[src/rtl/mlp_mac_sequencer.sv]
// Operand sequencer / result collector for one dense MLP layer: fetches x and weight
// rows from synchronous memories, drives an external MAC and streams saturated outputs.
module mlp_mac_sequencer #(
  parameter int A_WIDTH      = 16,
  parameter int B_WIDTH      = 16,
  parameter int ACC_WIDTH    = 64,
  parameter int N_INPUTS     = 8,
  parameter int N_NEURONS    = 4,
  parameter int X_ADDR_WIDTH = 3,
  parameter int W_ADDR_WIDTH = 5,
  localparam int IDX_WIDTH   = (N_NEURONS > 1) ? $clog2(N_NEURONS) : 1
) (
  input  logic                    clk,
  input  logic                    rst_n,
  input  logic                    go,
  output logic                    busy,
  output logic                    done,
  output logic [X_ADDR_WIDTH-1:0] x_addr,
  input  logic [A_WIDTH-1:0]      x_rdata,
  output logic [W_ADDR_WIDTH-1:0] w_addr,
  input  logic [B_WIDTH-1:0]      w_rdata,
  output logic                    mac_start,
  output logic                    mac_valid,
  output logic [A_WIDTH-1:0]      mac_a,
  output logic [B_WIDTH-1:0]      mac_b,
  input  logic [ACC_WIDTH-1:0]    mac_result,
  output logic                    y_valid,
  input  logic                    y_ready,
  output logic [A_WIDTH-1:0]      y_data,
  output logic [IDX_WIDTH-1:0]    y_index
);

  localparam int K_WIDTH = (N_INPUTS > 1) ? $clog2(N_INPUTS) : 1;
  localparam logic [K_WIDTH-1:0]   K_LAST = K_WIDTH'(N_INPUTS - 1);
  localparam logic [IDX_WIDTH-1:0] N_LAST = IDX_WIDTH'(N_NEURONS - 1);

  // Clamp bounds expressed at accumulator width so the compare is a plain signed compare.
  localparam logic signed [ACC_WIDTH-1:0] SAT_MAX =
    {{(ACC_WIDTH-A_WIDTH+1){1'b0}}, {(A_WIDTH-1){1'b1}}};
  localparam logic signed [ACC_WIDTH-1:0] SAT_MIN =
    {{(ACC_WIDTH-A_WIDTH+1){1'b1}}, {(A_WIDTH-1){1'b0}}};

  typedef enum logic [2:0] {
    S_IDLE,
    S_FETCH,
    S_LAST,
    S_CAPTURE,
    S_OUT,
    S_DONE
  } state_t;

  state_t                 state;
  state_t                 state_next;
  logic [K_WIDTH-1:0]     k;
  logic [IDX_WIDTH-1:0]   n;
  logic                   issue;
  logic [A_WIDTH-1:0]     sat_value;

  // NOTE: sequential state uses non-blocking assignments so every register samples pre-edge values.
  always_ff @(posedge clk) begin
    if (!rst_n) state <= S_IDLE;
    else        state <= state_next;
  end

  // NOTE: every always_comb output gets a default first, so no path can infer a latch.
  always_comb begin
    state_next = state;
    case (state)
      S_IDLE:    if (go) state_next = S_FETCH;
      S_FETCH:   if (k == K_LAST) state_next = S_LAST;
      S_LAST:    state_next = S_CAPTURE;
      S_CAPTURE: state_next = S_OUT;
      S_OUT:     if (y_ready) state_next = (n == N_LAST) ? S_DONE : S_FETCH;
      S_DONE:    state_next = S_IDLE;
      default:   state_next = S_IDLE;
    endcase
  end

  // Read data trails the address by one cycle; issue marks cycles whose rdata is a real operand.
  always_comb begin
    mac_start = 1'b0;
    mac_valid = 1'b0;
    if (state == S_FETCH && issue) begin
      if (k == K_WIDTH'(1)) mac_start = 1'b1;
      else                  mac_valid = 1'b1;
    end else if (state == S_LAST && issue) begin
      if (N_INPUTS == 1) mac_start = 1'b1;
      else               mac_valid = 1'b1;
    end
  end

  always_comb begin
    if ($signed(mac_result) > SAT_MAX)      sat_value = {1'b0, {(A_WIDTH-1){1'b1}}};
    else if ($signed(mac_result) < SAT_MIN) sat_value = {1'b1, {(A_WIDTH-1){1'b0}}};
    else                                    sat_value = mac_result[A_WIDTH-1:0];
  end

  always_ff @(posedge clk) begin
    if (!rst_n) begin
      k       <= '0;
      n       <= '0;
      issue   <= 1'b0;
      y_data  <= '0;
      y_index <= '0;
    end else begin
      issue <= (state == S_FETCH);
      case (state)
        S_IDLE: begin
          if (go) begin
            k <= '0;
            n <= '0;
          end
        end
        S_FETCH: begin
          if (k != K_LAST) k <= k + 1'b1;
        end
        S_CAPTURE: begin
          y_data  <= sat_value;
          y_index <= n;
        end
        S_OUT: begin
          if (y_ready && n != N_LAST) begin
            n <= n + 1'b1;
            k <= '0;
          end
        end
        S_DONE: begin
          k <= '0;
          n <= '0;
        end
        default: ;
      endcase
    end
  end

  // Counters hold through LAST/CAPTURE/OUT, so addresses stay put while waiting on y_ready.
  assign x_addr  = X_ADDR_WIDTH'(k);
  assign w_addr  = W_ADDR_WIDTH'(n) * W_ADDR_WIDTH'(N_INPUTS) + W_ADDR_WIDTH'(k);
  assign mac_a   = (mac_start || mac_valid) ? x_rdata : '0;
  assign mac_b   = (mac_start || mac_valid) ? w_rdata : '0;
  assign busy    = (state != S_IDLE);
  assign done    = (state == S_DONE);
  assign y_valid = (state == S_OUT);

endmodule

[config.mk]
export PLATFORM = sky130hd
export DESIGN_NAME = mlp_mac_sequencer
export DESIGN_NICKNAME = d
export VERILOG_FILES = /design/src/rtl/mlp_mac_sequencer.sv
export SDC_FILE = /design/constraint.sdc
export NUM_CORES = 1
export LEC_CHECK = 0
export ABC_AREA = 1
export BUFFER_PORTS_ARGS = -buffer_cell sky130_fd_sc_hd__buf_2
export CAP_MARGIN = 40
export CORE_ASPECT_RATIO = 0.5
export CORE_MARGIN = 1
export CORE_UTILIZATION = 40
export DETAILED_ROUTE_END_ITERATION = 8
export PLACE_DENSITY = 0.78
export REMOVE_ABC_BUFFERS = 1
export SLEW_MARGIN = 10
export SYNTH_ARGS = -nofsm -noshare
export SYNTH_HDL_FRONTEND = slang
export SYNTH_SLANG_ARGS = --single-unit
[constraint.sdc]
create_clock -name clk -period 4 [get_ports clk]
set_clock_uncertainty 0.2 [all_clocks]
set_input_delay 0.4 -clock clk [delete_from_list [all_inputs] [get_ports clk]]
set_output_delay 0.4 -clock clk [all_outputs]
set_load 0.02 [all_outputs]
==> results of run 1 <==
-- cells in the final DEF (no fill, tap or decap), drive strengths merged --
cell | synthesis | routed
nand2 | 105 | 105
nor3b | 1 | 1
o21ai | 25 | 25
o21a | 1 | 1
or2 | 1 | 1
o211ai | 1 | 1
inv | 48 | 48
ha | 4 | 4
nand4 | 1 | 1
buf | 11 | 164
clkbuf | 2 | 3
a21oi | 6 | 6
a211oi | 1 | 1
nand3 | 3 | 3
a31oi | 1 | 1
clkinvlp | 0 | 1
o211a | 1 | 1
nor3 | 3 | 3
nor2 | 126 | 126
dfxtp | 27 | 27
-- where the power goes --
part	leakage (nW)	switching [mW]	internal, mW	total, mW
registers	0.219	0.0461	0.323	0.370
clock network	0.0217	0.0886	0.0707	0.159
logic	1.48	0.381	0.226	0.607
-- cell families (layout without fill, tap and decap cells) --
family / after synthesis / after routing / synth area share
fa+ha+maj: 4 / 4 / 0.02430
compound gates: 36 / 36 / 0.1069
simple gates: 240 / 240 / 0.4708
buf+inv: 61 / 216 / 0.1355
flops: 27 / 27 / 0.2625
-- per-layer routing --
layer | vias up | routed length [um] | GRT usage
li1 | 1417 | - | -
met1 | 1026 | 2208 | 0.2013
met2 | 97 | 2595 | 0.3874
met3 | 8 | 459 | 0.04133
met4 | 0 | 60 | 0.03991
met5 | - | 0 | 0
-- state kept, by name, indices dropped and copies added, names as in the netlist --
signal   count
y_index      2
n            2
issue        1
y_data      16
x_addr       3
state        3
-- worst paths after layout --
path | from | to | slack (ns) | depth (start not counted)
max | state[1] | mac_valid | 1.67 | 7
min | mac_result[63] | y_data[15] | 0.23 | 3
max reg2reg | state[1] | y_data[8] | 2.27 | 6
min reg2reg | y_data[15] | y_data[15] | 0.29 | 2
-- cell type report --
class / count / area, um2 / share of cell area
Clock buffer: 3 / 41.29 / 0.01394
Tap cell: 70 / 87.58 / 0.02956
Clock inverter: 1 / 7.507 / 0.002534
Sequential cell: 27 / 540.5 / 0.1824
Inverter: 48 / 180.2 / 0.06081
Multi-Input combinational cell: 280 / 1240 / 0.4185
Timing Repair Buffer: 164 / 865.8 / 0.2922
-- worst min-delay path, stage by stage --
cell and delay (ns):
buf_2 0.12, nand2_1 0.09, a21oi_2 0.05
-- metrics by stage --
step | setup slack, ns | area, um2 | hold slack, ns
after CTS | 1.649 | 2963 | 0.2255
after detailed placement | 1.967 | 2914 | 0.2835
after global placement | 1.647 | 2859 | 0.2755
final | 1.667 | 2963 | 0.2310
after global routing | 1.498 | 2963 | 0.2395
after floorplan | 1.763 | 1961 | 0.3259
==> impl_results.md, run 1 <==
* Max Cap Violations at 0
* Cell repeated most along the worst path: nand2_1
* Util after Layout at 0.6007
* CTS root buf: clkbuf_8
* Std cell rows at 18
* Fmax achieved at between 0.4 and 0.5 GHz
* Layout area overhead at 43.86%
* Post-detail-place hpwl at 4.390 mm
* Cts hold-fix bufs at 0
* Pwr/cell area at roughly 380 mW/mm2
* Final hold vios at 0
* All-layer global routing usage at 0.1901
* WP buf/inv at 3
* Synthesized area at 0.002059 mm2
* Number of synthesized flops with an enable pin at 0
* Slew @ Worst Pin at 0.4773 ns
* Post-detailed-route wirelength per cell at 8.978 um
* Hold Crit Class: input port to flip-flop
* P_leak at between 1.5 and 2 nW
* Synth Instances at 368
* Die Y-Extent at 52.74 um
* Htree depth at 1
* Most common cell in the synthesized netlist: nor2_1
* CTS tree: done
* Top Family by Delay on Critical Path: buffers and inverters
* Setup violation total in the final timing report at 0
* Total CTS buffers at 3
* Buffer count from post-CTS setup fixing at 0
* GR Overflow Total at 0
* Ports at 163
* Sequential area share after synthesis at 0.2625
* Fin. max-slew vios at 0
* Antenna-violating nets left at 0
* DRC at 0
* Syn. warnings at 0
* Sink Count at 27
* GPL Wtd Cong at between 0.7 and 0.8
* Initial DRC Count at between 100 and 150
* Nets at 628
* # diodes at 0
* Clk buf depth at 2
* Endpoint type of the worst setup path: output pin
* Avg Cell Area, Syn at 5.596 um2
* Synth area leader: dfxtp_1
* Largest net degree at the start of global routing at 32
* DRT Pass-1 Iters at 4
* Dominant cells by area after synthesis: dfxtp_1 26%, nor2_1 22%, nand2_1 19%
* Core Region at 0.004932 mm2
* Synth Register Bits at 27
* Ys flop type: dfxtp_1
* Initial antenna violation count at 0
* Crit-path cells: inv_2, nand3_2, nand2_1, nand2_1, buf_16, a21oi_1, buf_2
* Port bufs at around 160
* Die width at roughly 100 um
* Critical path required time at 3.40 ns
* Non-filler instance count after layout at between 500 and 600
* Routed WL at 5.324 mm
* Worst path slowest cell: dfxtp_1
* Async SR Flop Fraction at 0
* Sum Neg Setup Slack at 0 ns
* Worst VDD drop at between 200 and 250 uV
* Clk_lat worst skew at 0.27 ns
* Final worst-path cycle share at 0.5831
* Synth unique cells at 30
* Clk slew on worst S/H paths at 0.10 ns
* Initial core utilization at 0.4176
* RSZ-0062 raised after global routing: no
* Fraction of layout cells with a size suffix above 1 at 0.3537
* Synth top cells by count: 122 x nor2_1, 105 x nand2_1, 46 x inv_1
* Vias in the first global route at 2058
* Vias/cell at 4.297
* Slew HR at 0.6808
* CP Class: flip-flop to output pin
* Fillers at 520
* Synth top area share at 0.2625
* Total Power at 1.136 mW
* First-pass GRT wire length at 8.190 mm
* Full die area at ~0.0055 mm2
* Worst Path Max Fanout at 31
* Setup crit start kind: flip-flop
* Final worst path period need at 2.333 ns
* Placed Cells at around 590
* Post-CTS Resized at 0
* Vias at between 2000 and 3000
* Worst EP arrival at 1.73 ns
* Status: finished clean
* Worst path max stage delay at 0.38 ns
No activity file was read; power rests on OpenSTA's default activity.
==> run 2: changes to the inputs <==
clock period = 2.4 ns   (was 4 ns; I/O delays follow)
==> run 2 against run 1 <==
Compared with the run above:
- first-iteration DRC count down 16%
- non-clock buffer count unchanged
- count of clock-buffer cells in the layout unchanged
- design area down 1.4%
- via count up 0.63%
- sequential power up 67%
- combinational power up 62%
- global-route usage up 0.47 points
- wire length up 0.94%
- flip-flop and latch count unchanged
- critical endpoint is now mac_a[0]
- largest cell class unchanged
==> impl_results.md, run 2 (synthesis gave the netlist of run 1 again) <==
* Setup crit start kind: flip-flop (unchanged)
* Clk_lat worst skew at 0.27 ns (about the same)
* Pwr/cell area at 638.9 mW/mm2 (was 383.4 mW/mm2)
* RR Startpoint: state[2] (was state[1])
* Slew HR at 0.6839 (was 0.6808)
* Initial antenna violation count at 0 (unchanged)
* Final worst path period need at about 2.1 ns
* Largest reg by FF count: y_data (unchanged)
* CTS root buf: clkbuf_8 (unchanged)
* Slew @ Worst Pin at 0.4731 ns (was 0.4773 ns)
* Layout area overhead at 41.92% (was 43.86%)
* R2r worst-path depth at 6 (unchanged)
* Nets at 628 (unchanged)
* Buffer count from post-CTS setup fixing at 0 (unchanged)
* Core Region at 0.004932 mm2 (unchanged)
* Worst r2r dst: n[1] (was y_data[8])
* Final worst-path cycle share at 0.8925
* Sum Neg Setup Slack at 0 ns (unchanged)
* RSZ-0062 raised after global routing: no (unchanged)
* Clk slew on worst S/H paths at 0.10 ns (about the same)
* GPL Wtd Cong at 0.7232 (was 0.7394)
* Most frequent cells in the layout: 162 x buf_2, 122 x nor2_1, 105 x nand2_1 (unchanged)
* Htree depth at 1 (unchanged)
* Critical path required time at 1.96 ns (was 3.40 ns)
* Full die area at 0.005457 mm2 (unchanged)
* Setup violation total in the final timing report at 0 (unchanged)
* Post-route cell area at 0.002923 mm2 (was 0.002963 mm2)
* P_leak at 1.707 nW (was 1.723 nW)
* Port bufs at 162 (unchanged)
* CP Class: flip-flop to output pin (unchanged)
* DRC at 0 (unchanged)
* Ports at 163 (unchanged)
* Max Cap Violations at 0 (unchanged)
* Fillers at 526 (was 520)
* Sink Count at 27 (unchanged)
* Commonest non-fill, non-tap cell in the layout: buf_2 (unchanged)
* Antenna-violating nets left at 0 (unchanged)
* Initial DRC Count at 98 (was 117)
* Largest net degree at the start of global routing at 37 (was 32)
* Routed WL at 5.374 mm (was 5.324 mm)
* Initial core utilization at 0.4176 (unchanged)
* CP Capture Point: mac_a[0] (was mac_valid)
* Std cell rows at 18 (unchanged)
* Worst reg-to-reg setup slack at 0.73 ns (was 2.27 ns)
* Cts hold-fix bufs at 0 (unchanged)
* Post-placement cell area at 0.002874 mm2 (was 0.002914 mm2)
* Vias in the first global route at 2043 (was 2058)
* All-layer global routing usage at 0.1948 (was 0.1901)
* # diodes at 0 (unchanged)
* Vias at 2564 (was 2548)
* Hold path depth at 3 (unchanged)
* Fraction of layout cells with a size suffix above 1 at 0.3537 (unchanged)
* Endpoint type of the worst setup path: output pin (unchanged)
* Worst EP arrival at 1.70 ns (was 1.73 ns)
* GR Overflow Total at 0 (unchanged)
* Post-CTS Resized at 0 (unchanged)
* Total CTS buffers at 3 (unchanged)
* Fmax achieved at 0.4668 GHz
* Worst VDD drop at 301.2 uV (was 228.0 uV)
* Die Y-Extent at 52.74 um (unchanged)
* Max reg flops at 16 (unchanged)
* Post-detail-place hpwl at 4.385 mm (was 4.390 mm)
* Fin. max-slew vios at 0 (unchanged)
* Post-detailed-route wirelength per cell at 9.062 um (was 8.978 um)
* Worst Path Max Fanout at 33 (was 31)
* Hold Crit Class: input port to flip-flop (unchanged)
* CTS tree: done (unchanged)
* Vias/cell at 4.324 (was 4.297)
* DRT Pass-1 Iters at 6 (was 4)
* Clk buf depth at 2 (unchanged)
* Final hold vios at 0 (unchanged)
* Die width at 103.5 um (unchanged)
* First-pass GRT wire length at 8.307 mm (was 8.190 mm)
* Status: finished clean (unchanged)
* Setup crit start: state[1] (unchanged)
## run 2: cell counts in the layout (fill, tap and decap cells not counted)
No cell type changed its count.
## run 2: critical path, stage by stage (launching register included)
cell	delay, ns
dfxtp_1	0.46
inv_2	0.10
nand3_2	0.17
nand2_1	0.10
nand2_1	0.07
buf_4	0.28
nor2_1	0.07
buf_2	0.17
## run 2: worst min path at each step
stage,from,to,slack [ns]
final,mac_result[63],y_data[15],0.07
after global routing,mac_result[63],y_data[15],0.07
after CTS,mac_result[3],y_data[3],0.07
after detailed placement,y_data[15],y_data[15],0.28
after global placement,y_data[15],y_data[15],0.27
after floorplan,rst_n,n[0],0.17
## run 2: through the flow
| stage | instances | hold slack, ns | utilization | total power, mW | setup WS (ns) |
|---|---|---|---|---|---|
| after floorplan | 355 | 0.1659 | - | 1.281 | 0.3228 |
| after CTS | 593 | 0.07183 | 0.5926 | 1.884 | 0.2487 |
| final | 593 | 0.07015 | 0.5926 | 1.867 | 0.2579 |
| after global placement | 589 | 0.2742 | 0.5827 | 1.606 | 0.5706 |
| after detailed placement | 589 | 0.2767 | 0.5827 | 1.618 | 0.5620 |
| after global routing | 593 | 0.07322 | 0.5926 | 2.038 | 0.07531 |
## run 2: layout make-up
cell class,instances,area [um2],share of cell area
multi-input combinational,280,1240,0.4242
tap,70,87.58,0.02997
inverter,48,180.2,0.06164
sequential,27,540.5,0.1849
clock inverter,1,7.507,0.002568
clock buffer,3,41.29,0.01413
timing repair buffer,164,825.8,0.2825
## run 2: metal layers
layer,vias up,track usage,wire length [um]
li1,1412,-,-
met1,1068,0.2070,2264
met2,82,0.4029,2677
met3,2,0.04000,417
met4,0,0.03052,15
met5,-,0,0
## run 2: where the power goes
group,leakage [nW],switching (mW),internal (mW)
logic,1.47,0.628,0.357
clock network,0.0217,0.148,0.118
registers,0.219,0.0778,0.539
total,1.71,0.854,1.01
